## src/rtl/reg_write_arbiter_pkg.sv

```systemverilog
// Shared types and the round-robin pick helper for reg_write_arbiter.
// rr_pick works on a fixed maximum width so one function serves any NUM_REQ <= MAX_REQ.
package reg_arb_pkg;

  localparam int unsigned MAX_REQ = 32;
  localparam int unsigned IDX_W   = 5;

  typedef enum logic [1:0] {IDLE, LOAD, ACK} arb_state_t;

  // First request at or after ptr, wrapping at n, skipping masked requesters.
  function automatic logic [IDX_W-1:0] rr_pick(
    input logic [MAX_REQ-1:0] req,
    input logic [IDX_W-1:0]   ptr,
    input logic [MAX_REQ-1:0] mask,
    input logic [IDX_W:0]     n
  );
    logic [IDX_W:0]   idx;
    logic [IDX_W-1:0] pick;
    logic             found;
    pick  = '0;
    found = 1'b0;
    for (int unsigned k = 0; k < MAX_REQ; k++) begin
      idx = {1'b0, ptr} + (IDX_W+1)'(k);
      if (idx >= n) idx = idx - n;
      if (!found && ((IDX_W+1)'(k) < n) && req[idx[IDX_W-1:0]] && !mask[idx[IDX_W-1:0]]) begin
        pick  = idx[IDX_W-1:0];
        found = 1'b1;
      end
    end
    return pick;
  endfunction

endpackage

```

## src/rtl/reg_write_arbiter_if.sv

```systemverilog
// Request/grant/data bundle between the write requesters and reg_write_arbiter.
interface reg_write_arbiter_if #(
  parameter int unsigned NUM_REQ = 4,
  parameter int unsigned WIDTH   = 8
);
  import reg_arb_pkg::*;

  logic [NUM_REQ-1:0]       req;
  logic [NUM_REQ*WIDTH-1:0] wdata;
  logic [NUM_REQ-1:0]       gnt;
  logic                     busy;
  logic [WIDTH-1:0]         q;

  modport master (output req, wdata, input gnt, busy, q);
  modport slave  (input req, wdata, output gnt, busy, q);

endinterface

```

## src/rtl/reg_write_arbiter_register.sv

```systemverilog
// WIDTH-bit load-enabled register with synchronous active-high clear.
module register
  import reg_arb_pkg::*;
#(
  parameter int unsigned WIDTH = 8
) (
  input  logic             i_clk,
  input  logic             i_rst,
  input  logic             i_load,
  input  logic [WIDTH-1:0] i_data,
  output logic [WIDTH-1:0] o_q
);

  logic [WIDTH-1:0] r_q;

  always_ff @(posedge i_clk) begin
    if (i_rst)       r_q <= '0;
    else if (i_load) r_q <= i_data;
  end

  assign o_q = r_q;

endmodule

```

## src/rtl/reg_write_arbiter.sv

```systemverilog
// Round-robin owner of one register's write port: each accepted write is a LOAD
// cycle (data captured) then an ACK cycle (one-hot gnt, q already updated).
module reg_write_arbiter
  import reg_arb_pkg::*;
#(
  parameter int unsigned NUM_REQ = 4,
  parameter int unsigned WIDTH   = 8
) (
  input  logic             clk,
  input  logic             reset,
  reg_write_arbiter_if.slave bus
);

  localparam int unsigned PTR_W = $clog2(NUM_REQ);

  arb_state_t         r_state, w_next_state;
  logic [PTR_W-1:0]   r_rr_ptr, w_next_ptr;
  logic [PTR_W-1:0]   r_winner, w_next_winner;
  logic [PTR_W-1:0]   w_after_winner, w_pick_ptr, w_pick;
  logic [MAX_REQ-1:0] w_req_ext, w_mask;
  logic               w_any;
  logic               w_load;
  logic               w_rst;
  logic [NUM_REQ-1:0] w_gnt;
  logic [WIDTH-1:0]   w_wslice [NUM_REQ];
  logic [WIDTH-1:0]   w_load_data;
  logic [WIDTH-1:0]   w_q;

  assign w_after_winner = (r_winner == PTR_W'(NUM_REQ - 1)) ? '0 : r_winner + 1'b1;

  // In ACK the search starts past the current winner and excludes it, so a lone
  // requester that keeps req high gets a one-cycle gap between writes.
  always_comb begin
    w_req_ext              = '0;
    w_req_ext[NUM_REQ-1:0] = bus.req;
    w_mask                 = '0;
    w_pick_ptr             = r_rr_ptr;
    if (r_state == ACK) begin
      w_mask[r_winner] = 1'b1;
      w_pick_ptr       = w_after_winner;
    end
    w_any  = |(w_req_ext & ~w_mask);
    w_pick = PTR_W'(rr_pick(w_req_ext, IDX_W'(w_pick_ptr), w_mask, (IDX_W+1)'(NUM_REQ)));
  end

  always_ff @(posedge clk) begin
    if (!reset) begin
      r_state  <= IDLE;
      r_rr_ptr <= '0;
      r_winner <= '0;
    end else begin
      r_state  <= w_next_state;
      r_rr_ptr <= w_next_ptr;
      r_winner <= w_next_winner;
    end
  end

  always_comb begin
    w_next_state  = r_state;
    w_next_ptr    = r_rr_ptr;
    w_next_winner = r_winner;
    w_load        = 1'b0;
    w_gnt         = '0;
    case (r_state)
      IDLE: begin
        if (w_any) begin
          w_next_winner = w_pick;
          w_next_state  = LOAD;
        end
      end
      LOAD: begin
        w_load       = 1'b1;
        w_next_state = ACK;
      end
      ACK: begin
        w_gnt[r_winner] = 1'b1;
        w_next_ptr      = w_after_winner;
        if (w_any) begin
          w_next_winner = w_pick;
          w_next_state  = LOAD;
        end else begin
          w_next_state = IDLE;
        end
      end
      default: w_next_state = IDLE;
    endcase
  end

  // Data is taken from the winner's slice during LOAD, not at arbitration time.
  always_comb begin
    for (int unsigned i = 0; i < NUM_REQ; i++) begin
      w_wslice[i] = bus.wdata[i*WIDTH +: WIDTH];
    end
  end

  assign w_load_data = w_wslice[r_winner];
  assign w_rst       = ~reset;

  register #(.WIDTH(WIDTH)) u_register (
    .i_clk  (clk),
    .i_rst  (w_rst),
    .i_load (w_load),
    .i_data (w_load_data),
    .o_q    (w_q)
  );

  assign bus.gnt  = w_gnt;
  assign bus.busy = (r_state != IDLE);
  assign bus.q    = w_q;

endmodule
```

## src/flat_wrapper.sv

```systemverilog
// flat-port wrapper written by rule: the top's interface ports become plain ports
module reg_write_arbiter_flat import reg_arb_pkg::*;
#(
  parameter int unsigned NUM_REQ = 4,
  parameter int unsigned WIDTH   = 8
)
  (clk, reset, bus_req, bus_wdata, bus_gnt, bus_busy, bus_q);
  reg_write_arbiter_if #(.NUM_REQ(NUM_REQ), .WIDTH(WIDTH)) bus_i ();
  input  logic clk;
  input  logic reset;
  input wire logic [$bits(bus_i.req)-1:0] bus_req;
  input wire logic [$bits(bus_i.wdata)-1:0] bus_wdata;
  output wire logic [$bits(bus_i.gnt)-1:0] bus_gnt;
  output wire logic [$bits(bus_i.busy)-1:0] bus_busy;
  output wire logic [$bits(bus_i.q)-1:0] bus_q;
  assign bus_i.req = bus_req;
  assign bus_i.wdata = bus_wdata;
  assign bus_gnt = bus_i.gnt;
  assign bus_busy = bus_i.busy;
  assign bus_q = bus_i.q;
  reg_write_arbiter #(.NUM_REQ(NUM_REQ), .WIDTH(WIDTH)) u_core (.clk(clk), .reset(reset), .bus(bus_i));
endmodule
```

## config.mk

```make
export PLATFORM = sky130hd
export DESIGN_NAME = reg_write_arbiter_flat
export DESIGN_NICKNAME = d
export VERILOG_FILES = /design/src/rtl/reg_write_arbiter_pkg.sv /design/src/rtl/reg_write_arbiter_if.sv /design/src/rtl/reg_write_arbiter_register.sv /design/src/rtl/reg_write_arbiter.sv /design/src/flat_wrapper.sv
export SDC_FILE = /design/constraint.sdc
export NUM_CORES = 1
export LEC_CHECK = 0
export ABC_AREA = 1
export CELL_PAD_IN_SITES_DETAIL_PLACEMENT = 0
export CELL_PAD_IN_SITES_GLOBAL_PLACEMENT = 2
export CORE_ASPECT_RATIO = 0.6
export CORE_MARGIN = 5
export CORE_UTILIZATION = 30
export DETAILED_ROUTE_END_ITERATION = 6
export DONT_BUFFER_PORTS = 1
export GPL_TIMING_DRIVEN = 0
export PLACE_DENSITY_LB_ADDON = 0.25
export SETUP_SLACK_MARGIN = 0.15
export SYNTH_ARGS = -nofsm -noshare
export SYNTH_HDL_FRONTEND = slang
export SYNTH_HIERARCHICAL = 1
export SYNTH_SLANG_ARGS = --single-unit
```

## constraint.sdc

```tcl
create_clock -name clk -period 2.58 [get_ports clk]
set_input_delay 0.258 -clock clk [delete_from_list [all_inputs] [get_ports clk]]
set_output_delay 0.258 -clock clk [all_outputs]
set_load 0.02 [all_outputs]
```

==> tab_implementation.tex <==
\begin{tabular}{lr}
\hline
Metric & Value \\
\hline
\multicolumn{2}{l}{\textbf{Die}} \\
\quad IO Count & 51 \\
\quad Die Height & 58.0 um \\
\quad Core area & 3680 sq um \\
\quad Die area & 5230 sq um \\
\quad Initial Util & 31.3\% \\
\quad Site Rows & 17 \\
\quad Die extent in x & 90.1 um \\
\multicolumn{2}{l}{\textbf{Place}} \\
\quad Worst slack at placement & -0.316 ns \\
\quad GP Congestion & 0.769 \\
\quad Post-DP HPWL & 2920 um \\
\quad Placed Instances & 242 \\
\quad PortBufs & 0 \\
\multicolumn{2}{l}{\textbf{Drt}} \\
\quad WL/cell & 14.5 um \\
\quad Total via count after detailed routing & 1,209 \\
\quad Number of design-rule violations left by the first detailed-router iteration & 42 \\
\quad Average vias per placed instance & 4.88 \\
\quad Number of routed nets with antenna violations & 0 \\
\quad Final routed wirelength across all metal layers & 3610 um \\
\quad Drt pass-1 iters & 4 \\
\quad Number of remaining DRC errors & 0 \\
\multicolumn{2}{l}{\textbf{Yosys}} \\
\quad Post-synthesis sequential area ratio & 24.3\% \\
\quad Post-Syn Area & 1150 sq um \\
\quad Post-Synthesis Mean Instance Area & 5.92 sq um \\
\quad Number of standard cells after synthesis & 195 \\
\quad Ys Warns & 6 \\
\quad Post-synth net total & 239 \\
\quad Yosys cell types & 26 \\
\quad Total of flip-flops plus latches after synthesis & 14 \\
\multicolumn{2}{l}{\textbf{Clocking}} \\
\quad Number of buffers between clock root and the deepest sink & 2 \\
\quad Clock tree from TritonCTS & built \\
\quad TritonCTS Buffers & 3 \\
\quad Clk Latency, worst-skew pair & 0.24 ns \\
\quad Maximum level of the CTS H-tree & 1 \\
\quad \# clock sinks & 14 \\
\quad Number of buffers inserted by hold repair at cts & 0 \\
\quad Clock-pin slew reported for the worst setup and hold paths after clock tree synthesis & 0.06 ns \\
\quad Root buf cell & sky130\_fd\_sc\_hd\_\_clkbuf\_8 \\
\multicolumn{2}{l}{\textbf{Final layout}} \\
\quad Filler cell count in the final layout & 426 \\
\quad Layout Cells excl Fill & 248 \\
\quad Area growth from synthesis to final layout & 15.1\% \\
\quad Leading cell types in the layout, fill and taps excluded & sky130\_fd\_sc\_hd\_\_nand2\_1 (44), sky130\_fd\_sc\_hd\_\_nor2\_1 (40), sky130\_fd\_sc\_hd\_\_inv\_1 (22), sky130\_fd\_sc\_hd\_\_o21ai\_0 (17) \\
\quad Layout Nets & 246 \\
\quad Diode count & 0 \\
\quad Most common library cell in the layout ignoring fill and taps & sky130\_fd\_sc\_hd\_\_nand2\_1 \\
\quad Share of post-route cells with drive strength above 1 & 15.4\% \\
\multicolumn{2}{l}{\textbf{STA}} \\
\quad Final Max Slew Viols & 0 \\
\quad Final worst path period share & 87.9\% \\
\quad Pin slew with the least headroom to its limit & 0.509 ns \\
\quad Period minus WS final & 2.27 ns \\
\quad Peak clock frequency supported by timing & 441 MHz \\
\quad Total Neg Setup Slack & 0 ns \\
\quad Skew final & 0.00252 ns \\
\quad Minimum setup slack in the final design & 0.311 ns \\
\quad Worst Hold Margin & 0.144 ns \\
\quad Rel. slew slack & 65.9\% \\
\quad Total count of hold-check failures in the final report & 0 \\
\quad Final setup violation count & 0 \\
\quad Unrepaired setup endpoints after global routing & no \\
\multicolumn{2}{l}{\textbf{Critical path}} \\
\quad Required @ worst endpoint & 2.71 ns \\
\quad Worst Setup Start Kind & flop \\
\quad Crit Path Class & reg2reg \\
\quad Max FO, Critical Path & 11 \\
\quad Crit. End Element & flop \\
\quad Worst path arrival time & 2.40 ns \\
\multicolumn{2}{l}{\textbf{Power}} \\
\quad Overall power consumption & 0.822 mW \\
\quad Leakage dissipation & 0.658 nW \\
\quad Peak supply drop & 365 uV \\
\quad Pwr/cell area & 619 nW/um\^{}2 \\
\multicolumn{2}{l}{\textbf{Global routing}} \\
\quad Global-route wire length before repair & 5870 um \\
\quad Pin count of the biggest net entering global routing & 12 \\
\quad Initial antenna violation count & 0 \\
\quad Leftover overflow at the end of global routing & 0 \\
\quad Total GRT Usage & 13.8\% \\
\quad Vias in the first global route & 1,170 \\
\multicolumn{2}{l}{\textbf{Run}} \\
\quad Maximum capacitance violations & 0 \\
\multicolumn{2}{l}{\textbf{Hold path}} \\
\quad Worst Hold Class & in2reg \\
\multicolumn{2}{l}{\textbf{Run status}} \\
\quad Status & completed \\
\hline
\end{tabular}
-- final timing paths --
path | startpoint | endpoint | slack, ns | depth (start not counted)
worst max register to register | u_core/r_winner[0]$_SDFFE_PN0P_ | u_core/r_winner[1]$_SDFFE_PN0P_ | 0.31 | 15
worst min-delay path | reset | u_core/r_winner[0]$_SDFFE_PN0P_ | 0.14 | 2
worst max-delay path | u_core/r_winner[0]$_SDFFE_PN0P_ | u_core/r_winner[1]$_SDFFE_PN0P_ | 0.31 | 15
worst min register to register | u_core/r_state[1]$_SDFFE_PN0P_ | u_core/r_state[1]$_SDFFE_PN0P_ | 0.54 | 1
-- report_power, final --
part           total (mW)  internal (mW)  switching (mW)
Combinational       0.333          0.118           0.215
Sequential          0.278          0.241          0.0373
Clock               0.211          0.135          0.0759
-- logic make-up after synthesis --
| logic type | after synthesis | synth area share, % |
|---|---|---|
| simple gates | 109 | 40.7 |
| compound gates | 33 | 16.4 |
| buf+inv | 33 | 12.1 |
| flops | 14 | 24.3 |
| fa+ha+maj | 6 | 6.51 |
-- state kept, by name, indices dropped and copies added, names as in the netlist --
signal	count
u_core/r_rr_ptr	2
u_core/r_state	2
u_core/r_winner	2
u_core/u_register/o_q	8
-- cell usage after synthesis (all sizes together) --
master	number	area share, %
a21boi	1	0.65
a21oi	3	1.6
buf	4	2.7
clkbuf	2	0.65
dfxtp	14	24
ha	6	6.5
inv	27	8.8
nand2	50	18
nand3	13	6.1
nand4	1	0.54
nor2	44	16
nor3	1	0.43
o2111ai	1	0.76
o21ai	20	9.0
o22ai	8	4.3
-- routing by layer --
metal  wire length, um  vias up  GRT usage [%]
li1                  -      631              -
met1              1950      524           21.4
met2              1330       52           17.5
met3               324        2           5.45
met4                 5        0           2.55
met5                 0        -              0
-- critical path: stages, from the launching register on --
cell	delay [ns]
sky130_fd_sc_hd__dfxtp_4	0.37
sky130_fd_sc_hd__inv_4	0.06
sky130_fd_sc_hd__buf_6	0.14
sky130_fd_sc_hd__ha_1	0.28
sky130_fd_sc_hd__inv_1	0.06
sky130_fd_sc_hd__o21ai_4	0.14
sky130_fd_sc_hd__inv_2	0.07
sky130_fd_sc_hd__ha_1	0.32
sky130_fd_sc_hd__inv_1	0.07
sky130_fd_sc_hd__nand4_1	0.13
sky130_fd_sc_hd__nand2_2	0.14
sky130_fd_sc_hd__nor2_4	0.05
sky130_fd_sc_hd__a21oi_1	0.11
sky130_fd_sc_hd__nand2_1	0.06
sky130_fd_sc_hd__nand2_1	0.07
sky130_fd_sc_hd__a21oi_2	0.05
-- final cells by class --
cell class	count	area, sq um	area share, %
Buffer	6	57.6	4.34
Clock buffer	4	55.1	4.15
Timing Repair Buffer	2	15.0	1.13
Multi-Input combinational cell	148	746	56.2
Inverter	27	108	8.11
Sequential cell	14	288	21.7
Tap cell	47	58.8	4.43
-- stage by stage --
stage               utilization (%)  area (sq um)
finish                         36.1          1330
global route                   36.1          1330
CTS                            35.6          1310
detailed placement             32.9          1210
global placement               32.9          1210
floorplan                         -          1150
-- repair_timing --
item,in CTS,in global routing
pin swaps,1,1
buffers inserted,2,0
resized for setup,9,9
setup endpoints to repair,2,2
hold endpoints to repair,0,0
No activity file was read; power rests on OpenSTA's default activity.
